$ cat config.mk
export PLATFORM = sky130hd
export DESIGN_NAME = vga_timing_gen
export DESIGN_NICKNAME = d
export VERILOG_FILES = /design/src/rtl/vga_timing_gen.sv
export SDC_FILE = /design/constraint.sdc
export NUM_CORES = 1
export LEC_CHECK = 0
export BUFFER_PORTS_ARGS = -buffer_cell sky130_fd_sc_hd__buf_4
export CORE_MARGIN = 8
export CORE_UTILIZATION = 54
export DETAILED_ROUTE_END_ITERATION = 10
export PLACE_DENSITY = 0.94
export SLEW_MARGIN = 15
export SYNTH_ARGS = -nofsm -noshare
export SYNTH_HDL_FRONTEND = slang
export SYNTH_SLANG_ARGS = --single-unit
$ cat constraint.sdc
create_clock -name clk -period 5.4 [get_ports clk]
set_clock_uncertainty 0.2 [all_clocks]
set_input_delay 0 -clock clk [delete_from_list [all_inputs] [get_ports clk]]
set_output_delay 0 -clock clk [all_outputs]
set_load 0.005 [all_outputs]
$ cat src/rtl/vga_timing_gen.sv
// Raster timing source and pixel output stage: free-running hcnt/vcnt for the address
// decoder, plus sync/blank/RGB delayed to line up with the returned video_data.
module vga_timing_gen #(
  parameter int unsigned H_ACTIVE = 640,
  parameter int unsigned H_FP     = 16,
  parameter int unsigned H_SYNC   = 96,
  parameter int unsigned H_BP     = 48,
  parameter int unsigned V_ACTIVE = 480,
  parameter int unsigned V_FP     = 10,
  parameter int unsigned V_SYNC   = 2,
  parameter int unsigned V_BP     = 33,
  parameter int unsigned CLK_DIV  = 2,
  parameter int unsigned DATA_LAT = 2
) (
  input  logic       clk,
  input  logic       reset,
  input  logic [7:0] video_data,
  output logic       pix_en,
  output logic [9:0] hcnt,
  output logic [9:0] vcnt,
  output logic       frame_start,
  output logic       hsync,
  output logic       vsync,
  output logic       sync_b,
  output logic       blank_b,
  output logic [7:0] R,
  output logic [7:0] G,
  output logic [7:0] B
);

  localparam int unsigned H_TOTAL = H_ACTIVE + H_FP + H_SYNC + H_BP;
  localparam int unsigned V_TOTAL = V_ACTIVE + V_FP + V_SYNC + V_BP;

  localparam logic [3:0] DivLast = 4'(CLK_DIV - 1);
  localparam logic [9:0] HLast   = 10'(H_TOTAL - 1);
  localparam logic [9:0] VLast   = 10'(V_TOTAL - 1);
  localparam logic [9:0] HAct    = 10'(H_ACTIVE);
  localparam logic [9:0] VAct    = 10'(V_ACTIVE);
  localparam logic [9:0] HsStart = 10'(H_ACTIVE + H_FP);
  localparam logic [9:0] HsEnd   = 10'(H_ACTIVE + H_FP + H_SYNC);
  localparam logic [9:0] VsStart = 10'(V_ACTIVE + V_FP);
  localparam logic [9:0] VsEnd   = 10'(V_ACTIVE + V_FP + V_SYNC);

  typedef struct packed {
    logic act;
    logic vs;
    logic hs;
  } tim_t;

  localparam tim_t TimIdle = '{act: 1'b0, vs: 1'b1, hs: 1'b1};

  // ---------------------------------------------------------------------------
  // Pixel clock divider
  // ---------------------------------------------------------------------------
  logic [3:0] div_q;

  always_ff @(posedge clk) begin
    if (reset) begin
      div_q <= '0;
    end else if (div_q == DivLast) begin
      div_q <= '0;
    end else begin
      div_q <= div_q + 4'd1;
    end
  end

  // Gated by reset so no tick can ever be seen while reset is held.
  assign pix_en = ~reset & (div_q == DivLast);

  // ---------------------------------------------------------------------------
  // Raster counters
  // ---------------------------------------------------------------------------
  logic [9:0] hcnt_q, vcnt_q;

  always_ff @(posedge clk) begin
    if (reset) begin
      hcnt_q <= '0;
      vcnt_q <= '0;
    end else if (pix_en) begin
      if (hcnt_q == HLast) begin
        hcnt_q <= '0;
        vcnt_q <= (vcnt_q == VLast) ? 10'd0 : vcnt_q + 10'd1;
      end else begin
        hcnt_q <= hcnt_q + 10'd1;
      end
    end
  end

  assign hcnt = hcnt_q;
  assign vcnt = vcnt_q;

  // ---------------------------------------------------------------------------
  // Raw timing from the undelayed counters
  // ---------------------------------------------------------------------------
  tim_t raw;

  always_comb begin
    raw     = TimIdle;
    raw.hs  = ~((hcnt_q >= HsStart) && (hcnt_q < HsEnd));
    raw.vs  = ~((vcnt_q >= VsStart) && (vcnt_q < VsEnd));
    raw.act = (hcnt_q < HAct) && (vcnt_q < VAct);
  end

  // ---------------------------------------------------------------------------
  // Alignment shift register: matches the memory read latency in pixel ticks
  // ---------------------------------------------------------------------------
  tim_t aligned;

  if (DATA_LAT == 0) begin : g_no_lat
    assign aligned = raw;
  end else begin : g_lat
    tim_t pipe_q [DATA_LAT];

    always_ff @(posedge clk) begin
      if (reset) begin
        for (int unsigned i = 0; i < DATA_LAT; i++) begin
          pipe_q[i] <= TimIdle;
        end
      end else if (pix_en) begin
        pipe_q[0] <= raw;
        for (int unsigned i = 1; i < DATA_LAT; i++) begin
          pipe_q[i] <= pipe_q[i-1];
        end
      end
    end

    assign aligned = pipe_q[DATA_LAT-1];
  end

  // ---------------------------------------------------------------------------
  // RGB332 expansion, forced black outside the visible area
  // ---------------------------------------------------------------------------
  logic [7:0] r_d, g_d, b_d;

  always_comb begin
    r_d = '0;
    g_d = '0;
    b_d = '0;
    if (aligned.act) begin
      r_d = {video_data[7:5], video_data[7:5], video_data[7:6]};
      g_d = {video_data[4:2], video_data[4:2], video_data[4:3]};
      b_d = {video_data[1:0], video_data[1:0], video_data[1:0], video_data[1:0]};
    end
  end

  // ---------------------------------------------------------------------------
  // Output register
  // ---------------------------------------------------------------------------
  logic       hsync_q, vsync_q, blank_q, fs_q;
  logic [7:0] r_q, g_q, b_q;

  always_ff @(posedge clk) begin
    if (reset) begin
      hsync_q <= 1'b1;
      vsync_q <= 1'b1;
      blank_q <= 1'b0;
      r_q     <= '0;
      g_q     <= '0;
      b_q     <= '0;
      fs_q    <= 1'b0;
    end else begin
      fs_q <= pix_en && (hcnt_q == 10'd0) && (vcnt_q == 10'd0);
      if (pix_en) begin
        hsync_q <= aligned.hs;
        vsync_q <= aligned.vs;
        blank_q <= aligned.act;
        r_q     <= r_d;
        g_q     <= g_d;
        b_q     <= b_d;
      end
    end
  end

  assign frame_start = fs_q;
  assign hsync       = hsync_q;
  assign vsync       = vsync_q;
  assign sync_b      = hsync_q & vsync_q;
  assign blank_b     = blank_q;
  assign R           = r_q;
  assign G           = g_q;
  assign B           = b_q;

endmodule

# == Yosys cells after proc, flatten, opt, wreduce, memory -nomap -nowiden ==
# Memories as Yosys holds them, arrays and structs flattened.
# Cells that the tools add are included.
# op_classes
addsub,3
order_cmp,6
n_eq_ne,3
n_mux,12
bitwise_logic,7
n_reduce_logical,9
# op_table
operator,n
$mux W8,3
$add A10 B1 Y10 const B,2
$eq A10 B10 Y1 const B,2
$logic_not A10 Y1,2
$lt A10 B10 Y1 const B,2
$lt A10 B9 Y1 const B,2
$mux W10,2
$ge A10 B10 Y1 const B,1
$ge A10 B9 Y1 const B,1
$mux W3,2
$logic_and A1 B1 Y1,5
$mux W1,5
$add A4 B1 Y4 const B,1
$eq A4 B1 Y1 const B,1
$not A1 Y1,3
$and A1 B1 Y1,2
$or A1 B1 Y1,2
$reduce_and A2 Y1,1
$reduce_or A2 Y1,1
# word_totals
ff_bits,52
ramBits,6
input_bits,10
out_inout_bits,50
word_cells,51
memories,1
# mem_list
name,words,word_bits,read_ports,rd_clocked_by_memory_dff,write_ports,line,source
g_lat.pipe_q,2,3,2,0,2,112,tim_t pipe_q [DATA_LAT];

# == Longest topological paths before layout ==
# Gate-level depths: netlist of the first run.
# depth
word_depth,6
depth_mapped,9

# == Least setup slack after synthesis of the first run ==
# Ideal clock, no wire load.
# synth_timing
path_kind,flip-flop to flip-flop
start,register hcnt_q[1] (netlist: hcnt[1])
end,register vcnt_q[4] (netlist: vcnt[4])
setup_time_ps,70
arrival_time_ps,1592
required_ps,5130
slack_ps,3538
path_stages_with_launch,7
period_less_slack_ps,1862
path_cell_list,dfxtp_1 -> ha_1 -> and3_2 -> nand4_2 -> buf_6 -> or4_1 -> a21oi_1
# synth_via
elab_chain_cells,2
# synth_lines
item,line,source
"start, declared",73,"logic [9:0] hcnt_q, vcnt_q;"
"start signal, assigned",84,hcnt_q <= hcnt_q + 10'd1;
$eq A10 B10 Y1,80,if (hcnt_q == HLast) begin
$reduce_and A2 Y1 (no source line),n/a,
"end signal, assigned",82,vcnt_q <= (vcnt_q == VLast) ? 10'd0 : vcnt_q + 10'd1;
"end, declared",73,
# No other way between the ends.
# A chain may end at the register's enable or synchronous reset.

# == Worst setup path after layout of the first run ==
# layout_timing
start,register div_q[0]
end,register vcnt_q[8] (netlist: vcnt[8])
# layout_via
elab_chain_cells,3
# layout_lines
item,line,source
"start, declared",55,logic [3:0] div_q;
"start signal, assigned",63,div_q <= div_q + 4'd1;
$eq A4 B1 Y1,68,assign pix_en = ~reset & (div_q == DivLast);
$and A1 B1 Y1,68,
$reduce_and A2 Y1 (no source line),n/a,
# No other way between the ends.

==> results.toml, run 1 <==
[run_status]
outcome = "finished clean"

[power]
power_frac_seq_pct = 60.7
pwr-share-clk_pct = 26.6
ir_drop_mv = 0.0882
switching_share_pct = 25.4
power_frac_comb_pct = 12.7
internal_power_uw = 416
p_per_area_nw_per_um2 = 228
p_leak_nw = 1.04
power_uw = 557
p_sw_uw = 142

[worst_setup_path]
cp-start-kind = "register"
worstPathArrival_ns = 2.50
r2r_end = "vcnt[8]"
crit_required_ns = 5.49
setup.worst_path.start = "div_q[0]"
r2r_start = "div_q[0]"
rrSetupSlack_ns = 2.99
crit_type = "register to register"
crit_path_end_kind = "register"
r2r_cells = 6
crit_path_max_fanout = 20

[cells_and_area]
layout_commonest_cell = "buf_4"
antenna_cells_inserted = 0
drive_above_1_share_pct = 28.7
fin_cells = 302
nNetsFinal = 270
mostFrequentLayoutCells = "buf_4, dfxtp_1, nor2_1, a21oi_1"
syn2layout_area_growth_pct = 25.5

[place]
dp_cells = 285
gp_congestion = 0.878
numPortBuffers = 59
hpwlAfterDp_mm = 3.39

[clock_tree]
tritoncts = "built"
path_clk_slew_ns = 0.12
postCtsSetupBuffers = 0
cts_root_buffer = "clkbuf_4"
cts_buffers = 5
htree_levels = 2
clk_path_buf_depth = 2
clk_latency_ns = 0.36
cts_sinks = 42

[synth]
ys.flop_type = "dfxtp_1"
async_flop_share_pct = 0
netlist_area_sq_um = 1950
synthMuxAreaShare_pct = 1.09
syn_inst = 199
synth_compound_area_share_pct = 12.0
synthXorXnorAreaFrac_pct = 4.05
syn_area_per_cell_sq_um = 9.78
synth_simple_gate_area_share_pct = 22.8
synthAdderAreaFrac_pct = 4.50
synth_edf_count = 6
yosysUniqueCellTypes = 41
ys_seq_area_share_pct = 46.3
ys_ff_latch = 42
synth_nets = 216
yosysWarnings = 0
synth_top_family_by_area = "simple AND/OR/NAND/NOR gates"

[drt]
drtIter0Drc = 58
route.vias.total = 1610
drcViolationCount = 0
postRouteAntennaNets = 0
totalWireLength_mm = 4.63
viasPerCell = 5.33
drtPass1Iterations = 4
wl_per_cell_um = 15.3

[sta]
fin_crit_ns = 2.41
maxSlewHeadroom_pct = 42.2
fmax_mhz = 416
hold_violations = 0
worst_pin_slew_ns = 0.867
setup_violations = 0
tns_ns = 0
report.final.slew_viol_count = 0
rsz0062_at_grt = "false"
finalCritPeriodShare_pct = 44.6

[worst_hold_path]
worstHoldEndpoint = "B[6]"
worstHoldPathCells = 3
min_from = "video_data[0]"
hp-class = "input pin to register"

[die]
initial_utilization_pct = 54.8
dieArea_sq_um = 5780
top_level_ports = 60
core.rowCount = 22
die_h_um = 76.0
die_x_um = 76.0
core_area_sq_um = 3550

[global_routing]
antenna_found_initial = 0
grt_overflow = 0
grt_pass1_vias = 1641
grt_max_degree = 21
grt_first_pass_wirelength_mm = 7.83
grtUsageTotal_pct = 16.1

[run]
maxCapViolCount = 0
==> registers in the layout, indices dropped and copies added, names as in the netlist <==
register and cells:
hcnt 10, vsync 1, blank_b 1, div_q 4, g_lat.pipe_q 6, G 3
hsync 1, frame_start 1, B 2, vcnt 10, R 3
==> kinds of logic (layout without fill, tap and decap cells) <==
group,Yosys count,after routing
simple gates,74,74
compound gates,35,35
buf+inv,30,85
xor+xnor,9,9
mux,2,2
flops,42,42
fa+ha+maj,7,7
==> metal layers <==
layer / part of all wire (%) / up-vias / wire length [um] / GRT usage (%)
li1: - / 803 / - / -
met1: 42 / 739 / 1940 / 18.1
met2: 49 / 58 / 2250 / 26.8
met3: 8.1 / 10 / 377 / 6.13
met4: 1.3 / 0 / 62 / 6.27
met5: 0 / - / 0 / 0
==> worst max-delay path, stage by stage (launching register included) <==
cell and delay [ns]:
dfxtp_1 0.42, ha_1 0.25, nand3b_4 0.13, inv_2 0.20, nand4_2 0.38, or4_1 0.62, a21oi_1 0.14
==> power by group through the flow <==
stage	Clock (mW)	Sequential, mW	Combinational (mW)
detailed placement	0	0.345	0.0659
floorplan	0	0.344	0.0390
CTS	0.152	0.338	0.0713
global placement	0	0.344	0.0624
global route	0.169	0.340	0.0782
finish	0.148	0.339	0.0708
==> repair_timing <==
action | 4_1_cts | 5_1_grt
hold buffers | 9 | 0
endpoints found under the hold margin | 32 | 0
resized for setup | 0 | 0
==> per-stage QoR <==
stage	hold slack [ns]	utilization, %	setup slack (ns)	instance area (sq um)
6_report	0.194	68.8	2.99	2440
5_1_grt	0.170	68.8	2.82	2440
4_1_cts	0.189	68.8	3.00	2440
3_5_place_dp	0.0143	64.8	3.03	2300
3_3_place_gp	0.00985	64.8	3.16	2300
2_1_floorplan	-0.128	-	3.54	1950
==> worst max-delay path by stage <==
stage | end | slack [ns] | cells after the start
final | vcnt[8] | 2.99 | 6
after global routing | vcnt[8] | 2.82 | 6
after CTS | vcnt[8] | 3.00 | 6
after detailed placement | vcnt[8] | 3.03 | 6
after global placement | hsync | 3.16 | 5
after floorplan | vcnt[4] | 3.54 | 6
==> synthesized netlist by cell type, drive strengths merged (3+ instances only) <==
cell type   n  area [sq um]
and3        7          45.1
and2        4          25.0
nand3       7          35.0
xor2        8          70.1
nand4       7          50.1
edfxtp      6           180
o21ai       9          45.0
buf        18           136
a22o        9          78.8
nor2       14          60.1
nor4        3          18.8
inv         9          33.8
dfxtp      36           721
nand2b      4          25.0
a21oi      10          50.1
clkbuf      3          11.3
or3         7          43.8
ha          7          87.6
nand2       8          30.0
==> final cells by class <==
type / instances / area (sq um)
Fill cell: 282 / 1110
Sequential cell: 42 / 901
Multi-Input combinational cell: 127 / 865
Timing Repair Buffer: 68 / 533
Tap cell: 48 / 60.1
Clock buffer: 6 / 41.3
Inverter: 9 / 33.8
Clock inverter: 2 / 10.0
Power figures use the tool's default switching activity.
==> run 2: changes to the inputs <==
--- a/config.mk
+++ b/config.mk
@@ -7,9 +7,9 @@
 export LEC_CHECK = 0
 export BUFFER_PORTS_ARGS = -buffer_cell sky130_fd_sc_hd__buf_4
 export CORE_MARGIN = 8
-export CORE_UTILIZATION = 54
+export CORE_UTILIZATION = 50
 export DETAILED_ROUTE_END_ITERATION = 10
-export PLACE_DENSITY = 0.94
+export PLACE_DENSITY = 0.88
 export SLEW_MARGIN = 15
 export SYNTH_ARGS = -nofsm -noshare
 export SYNTH_HDL_FRONTEND = slang
==> constraint.sdc (replaced) <==
create_clock -name clk -period 2.3 [get_ports clk]
set_clock_uncertainty 0.2 [all_clocks]
set_input_delay 0 -clock clk [delete_from_list [all_inputs] [get_ports clk]]
set_output_delay 0 -clock clk [all_outputs]
set_load 0.005 [all_outputs]
==> run 2 against run 1 <==
Net effect:
- core utilization shrank 0.40 points
- count of clock-buffer cells in the layout grew 2
- sequential power grew 130%
- die area grew 6.3%
- critical path type unchanged
- largest cell class unchanged
- highest routed layer unchanged
==> results.toml, run 2 (same netlist as run 1, synthesis figures left out) <==
[cells_and_area]
mostFrequentLayoutCells = "buf_4, dfxtp_1, nor2_1, a21oi_1"
final_util_pct = 68.4
syn2layout_area_growth_pct = 30.6
nNetsFinal = 274
layout_commonest_cell = "buf_4"
antenna_cells_inserted = 0
drive_above_1_share_pct = 29.8

[clock_tree]
clk_path_buf_depth = 2
cts_sinks = 42
path_clk_slew_ns = 0.08
cts_buffers = 5
cts_root_buffer = "clkbuf_8"
clk_latency_ns = 0.30
tritoncts = "built"
htree_levels = 2

[global_routing]
grt_pass1_vias = 1539
grt_max_degree = 17
grtUsageTotal_pct = 14.6
grt_first_pass_wirelength_mm = 7.34
global_route.usage.met2_pct = 23.5
antenna_found_initial = 0
met3_usage_pct = 6.04
grt_use_met1_pct = 17.0
busiest_layer = "met2"
grt_overflow = 0

[worst_setup_path]
critPathMaxStageDelay_ns = 0.55
critical-path-slowest-cell = "or4_1"
r2r_start = "hcnt[1]"
crit_path_end_kind = "register"
crit_required_ns = 2.33
crit_path_cell_trace = "ha_1 > and3_2 > nand4_4 > or4_1 > a21oi_1"
setup.worst_path.start = "hcnt[1]"
crit_path_max_fanout = 16
crit_type = "register to register"
cp-start-kind = "register"
worstPathArrival_ns = 2.08

[die]
core.rowCount = 22
dieArea_sq_um = 6150
die_h_um = 78.4
die_x_um = 78.4
top_level_ports = 60
core_area_sq_um = 3720
initial_utilization_pct = 52.4

[power]
power_frac_seq_pct = 52.0
internal_power_mw = 1.17
p_leak_nw = 1.07
p_sw_uw = 351
ir_drop_mv = 0.303
pwr-share-clk_pct = 36.8
power_frac_comb_pct = 11.2
p_per_area_nw_per_um2 = 600
switching_share_pct = 23.0

[drt]
postRouteAntennaNets = 0
drtPass1Iterations = 4
viasPerCell = 5.29
drcViolationCount = 0
totalWireLength_mm = 4.57
route.vias.total = 1619
drtIter0Drc = 86
wl_per_cell_um = 14.9

[sta]
finalCritPeriodShare_pct = 89.4
setup_ws_ns = 0.245
report.final.slew_viol_count = 0
rsz0062_at_grt = "false"
worst_pin_slew_ns = 0.445
maxSlewHeadroom_pct = 70.1
setup_violations = 0
fmax_mhz = 487
tns_ns = 0
fin_crit_ns = 2.06
hold_violations = 0

[place]
numPortBuffers = 59
place_ws_ns = 0.153
gp_congestion = 0.813
hpwlAfterDp_mm = 3.31

[run]
maxCapViolCount = 0

[worst_hold_path]
hp-class = "register to register"
min_from = "blank_b"

[run_status]
outcome = "finished clean"
run 2: cell type report:
| class | count | area [sq um] |
|---|---|---|
| Fill cell | 305 | 1170 |
| Sequential cell | 42 | 901 |
| Multi-Input combinational cell | 127 | 873 |
| Timing Repair Buffer | 72 | 563 |
| Clock buffer | 8 | 111 |
| Tap cell | 48 | 60.1 |
| Inverter | 9 | 33.8 |
run 2: path summary, 6_finish.rpt:
| kind | depth (start not counted) | to | slack (ns) |
|---|---|---|---|
| max | 5 | vcnt[8] | 0.24 |
| min | 1 | blank_b | 0.26 |
| min reg2reg | 1 | blank_b | 0.26 |
| max reg2reg | 5 | vcnt[8] | 0.24 |
run 2: worst max-delay path: cells and delay by family (launching register included):
kind	cells	cell delay [ns]
DFF	1	0.40
and+or+nand+nor	3	1.03
adders and majority gates	1	0.19
AOI/OAI and AO/OA	1	0.15
run 2: metrics by stage:
stage               instances  instance area, sq um  hold slack [ns]  power (mW)
floorplan                 199                  1950           -0.128       0.899
global placement          289                  2330          0.00886       0.963
detailed placement        289                  2330           0.0134       0.969
CTS                       306                  2530            0.254        1.54
global route              306                  2540            0.280        1.58
finish                    306                  2540            0.257        1.52
run 2: repair_timing:
| item | in CTS | in global routing |
|---|---|---|
| gates resized for setup | 0 | 1 |
| endpoints found under the hold margin | 22 | 0 |
| buffers inserted | 0 | 0 |
| endpoints found under the setup margin | 0 | 8 |
| hold buffers | 9 | 0 |
run 2: per-layer routing:
layer / routed length [um] / up-vias / part of all wire (%)
li1: - / 810 / -
met1: 1980 / 750 / 43
met2: 2140 / 55 / 47
met3: 395 / 4 / 8.6
met4: 55 / 0 / 1.2
met5: 0 / - / 0
run 2: power by group through the flow:
| stage | clock network (mW) | logic, mW | registers [mW] |
|---|---|---|---|
| after detailed placement | 0 | 0.159 | 0.810 |
| after floorplan | 0 | 0.0917 | 0.808 |
| after CTS | 0.571 | 0.172 | 0.793 |
| final | 0.561 | 0.171 | 0.792 |
| after global placement | 0 | 0.156 | 0.807 |
| after global routing | 0.594 | 0.190 | 0.796 |
==> run 3: changes to the inputs <==
--- a/config.mk
+++ b/config.mk
@@ -6,11 +6,9 @@
 export NUM_CORES = 1
 export LEC_CHECK = 0
 export BUFFER_PORTS_ARGS = -buffer_cell sky130_fd_sc_hd__buf_4
-export CORE_MARGIN = 8
 export CORE_UTILIZATION = 50
 export DETAILED_ROUTE_END_ITERATION = 10
 export PLACE_DENSITY = 0.88
-export SLEW_MARGIN = 15
 export SYNTH_ARGS = -nofsm -noshare
 export SYNTH_HDL_FRONTEND = slang
 export SYNTH_SLANG_ARGS = --single-unit
==> run 3 against run 2 <==
Net effect:
- sequential share of layout area increased by 0.44 points
- global-route usage rose by 7.3 points
- non-clock buffer count fell by 1
- cell area down 1.2%
- register-to-register slack lost 0.03 ns
- core utilization is 0.34 points lower
- fmax is 1.4% lower
- wire length fell by 8.1%
- sequential cell count unchanged
- sequential power hardly changed
- combinational power decreased by 3%
- largest cell class unchanged
==> results.toml, run 3 (same netlist as run 1, synthesis figures left out) <==
[drt]
drcViolationCount = 0
route.vias.total = 1669
drtPass1Iterations = 4
totalWireLength_mm = 4.20
postRouteAntennaNets = 0
wl_per_cell_um = 13.8
viasPerCell = 5.47
drtIter0Drc = 73

[die]
initial_utilization_pct = 52.8
core_area_sq_um = 3690
core.rowCount = 22
die_x_um = 64.4
dieArea_sq_um = 4150
die_h_um = 64.4
top_level_ports = 60

[global_routing]
grt_first_pass_wirelength_mm = 6.96
grt_overflow = 0
grt_pass1_vias = 1529
grtUsageTotal_pct = 21.8
antenna_found_initial = 0
grt_max_degree = 16

[cells_and_area]
drive_above_1_share_pct = 30.0
fill_cells = 294
design_area_sq_um = 2510
multi_input_area_sq_um = 865
nNetsFinal = 273
antenna_cells_inserted = 0
syn2layout_area_growth_pct = 29.0
mostFrequentLayoutCells = "buf_4, dfxtp_1, nor2_1, a21oi_1"
fin_cells = 305
seqCellArea_sq_um = 901
layout_commonest_cell = "buf_4"

[sta]
report.final.slew_viol_count = 0
finalCritPeriodShare_pct = 90.7
setup_violations = 0
fin_crit_ns = 2.09
worst_pin_slew_ns = 0.395
fmax_mhz = 480
hold_violations = 0
maxSlewHeadroom_pct = 73.6
rsz0062_at_grt = "false"
tns_ns = 0

[run_status]
outcome = "finished clean"

[clock_tree]
tritoncts = "built"
path_clk_slew_ns = 0.08
cts_root_buffer = "clkbuf_8"
cts_sinks = 42
cts_buffers = 5
clk_latency_ns = 0.30
htree_levels = 2
clk_path_buf_depth = 2

[power]
ir_drop_mv = 0.297
pwr-share-clk_pct = 34.0
internal_power_mw = 1.10
p_per_area_nw_per_um2 = 579
p_leak_nw = 1.07
power_frac_seq_pct = 54.6
power_mw = 1.45
switching_share_pct = 24.3
p_sw_uw = 353
power_frac_comb_pct = 11.4

[worst_hold_path]
worstHoldEndpoint = "blank_b"
hp-class = "register to register"
min_from = "blank_b"
worstHoldPathCells = 1

[worst_setup_path]
crit_required_ns = 2.32
crit_path_cell_trace = "ha_1 > nand3b_4 > clkinv_2 > nand4_2 > buf_4 > or3_1 > a21oi_1"
r2r_start = "div_q[0]"
critical-path-slowest-cell = "dfxtp_1"
rrSetupSlack_ns = 0.21
r2r_cells = 7
crit_type = "register to register"
cp-start-kind = "register"
crit_path_max_fanout = 15
worstPathArrival_ns = 2.11
r2r_end = "vcnt[6]"
critPathMaxStageDelay_ns = 0.40
crit_path_end_kind = "register"

[place]
numPortBuffers = 59
hpwlAfterDp_mm = 2.92
placed_area_sq_um = 2320
dp_cells = 288
gp_congestion = 0.824

[run]
maxCapViolCount = 0
-- run 3: worst max-delay path by stage --
stage | from | endpoint | cells past startpoint
final | div_q[0] | vcnt[6] | 7
after global routing | div_q[0] | vcnt[6] | 7
after CTS | div_q[0] | vcnt[6] | 7
after detailed placement | div_q[0] | vcnt[6] | 7
after global placement | div_q[0] | vcnt[7] | 7
after floorplan | hcnt[1] | vcnt[4] | 6
-- run 3: worst max-delay path: cells and delay by family, from the launching register on --
| family | cells | cell delay [ns] |
|---|---|---|
| simple gates | 3 | 0.63 |
| flops | 1 | 0.40 |
| buf+inv | 2 | 0.37 |
| fa+ha+maj | 1 | 0.25 |
| compound gates | 1 | 0.17 |
-- run 3: area by class of cell --
type	count	share of cell area, %
Timing Repair Buffer	71	22.1
Sequential cell	42	35.9
Clock buffer	6	3.29
Inverter	9	1.40
Tap cell	48	2.39
Clock inverter	2	0.498
Multi-Input combinational cell	127	34.4
-- run 3: repair_timing --
item | 4_1_cts | 5_1_grt
buffers inserted | 0 | 0
hold buffers | 9 | 0
setup endpoints to repair | 0 | 1
hold endpoints to repair | 22 | 0
gates resized for setup | 0 | 1
-- run 3: power by group through the flow --
stage	Sequential (mW)	Combinational [mW]	Clock, mW
6_report	0.794	0.166	0.495
3_3_place_gp	0.808	0.147	0
4_1_cts	0.794	0.166	0.511
5_1_grt	0.798	0.180	0.538
3_5_place_dp	0.811	0.152	0
2_1_floorplan	0.808	0.0917	0
-- run 3: per-layer routing --
layer / up-vias / part of all wire (%) / GRT usage, % / wire (um)
met2: 78 / 48 / 36.1 / 2010
met3: 11 / 7.1 / 6.43 / 297
met5: - / 0 / 0 / 0
met4: 0 / 2.2 / 10.0 / 93
met1: 768 / 43 / 25.9 / 1800
li1: 812 / - / - / -
-- run 3: through the flow --
| step | setup WS (ns) | hold slack [ns] | utilization [%] |
|---|---|---|---|
| 2_1_floorplan | 0.438 | -0.128 | - |
| 3_5_place_dp | 0.193 | 0.0138 | 63.0 |
| 3_3_place_gp | 0.339 | 0.00906 | 63.0 |
| 6_report | 0.215 | 0.258 | 68.1 |
| 5_1_grt | 0.0440 | 0.274 | 68.1 |
| 4_1_cts | 0.168 | 0.256 | 68.0 |
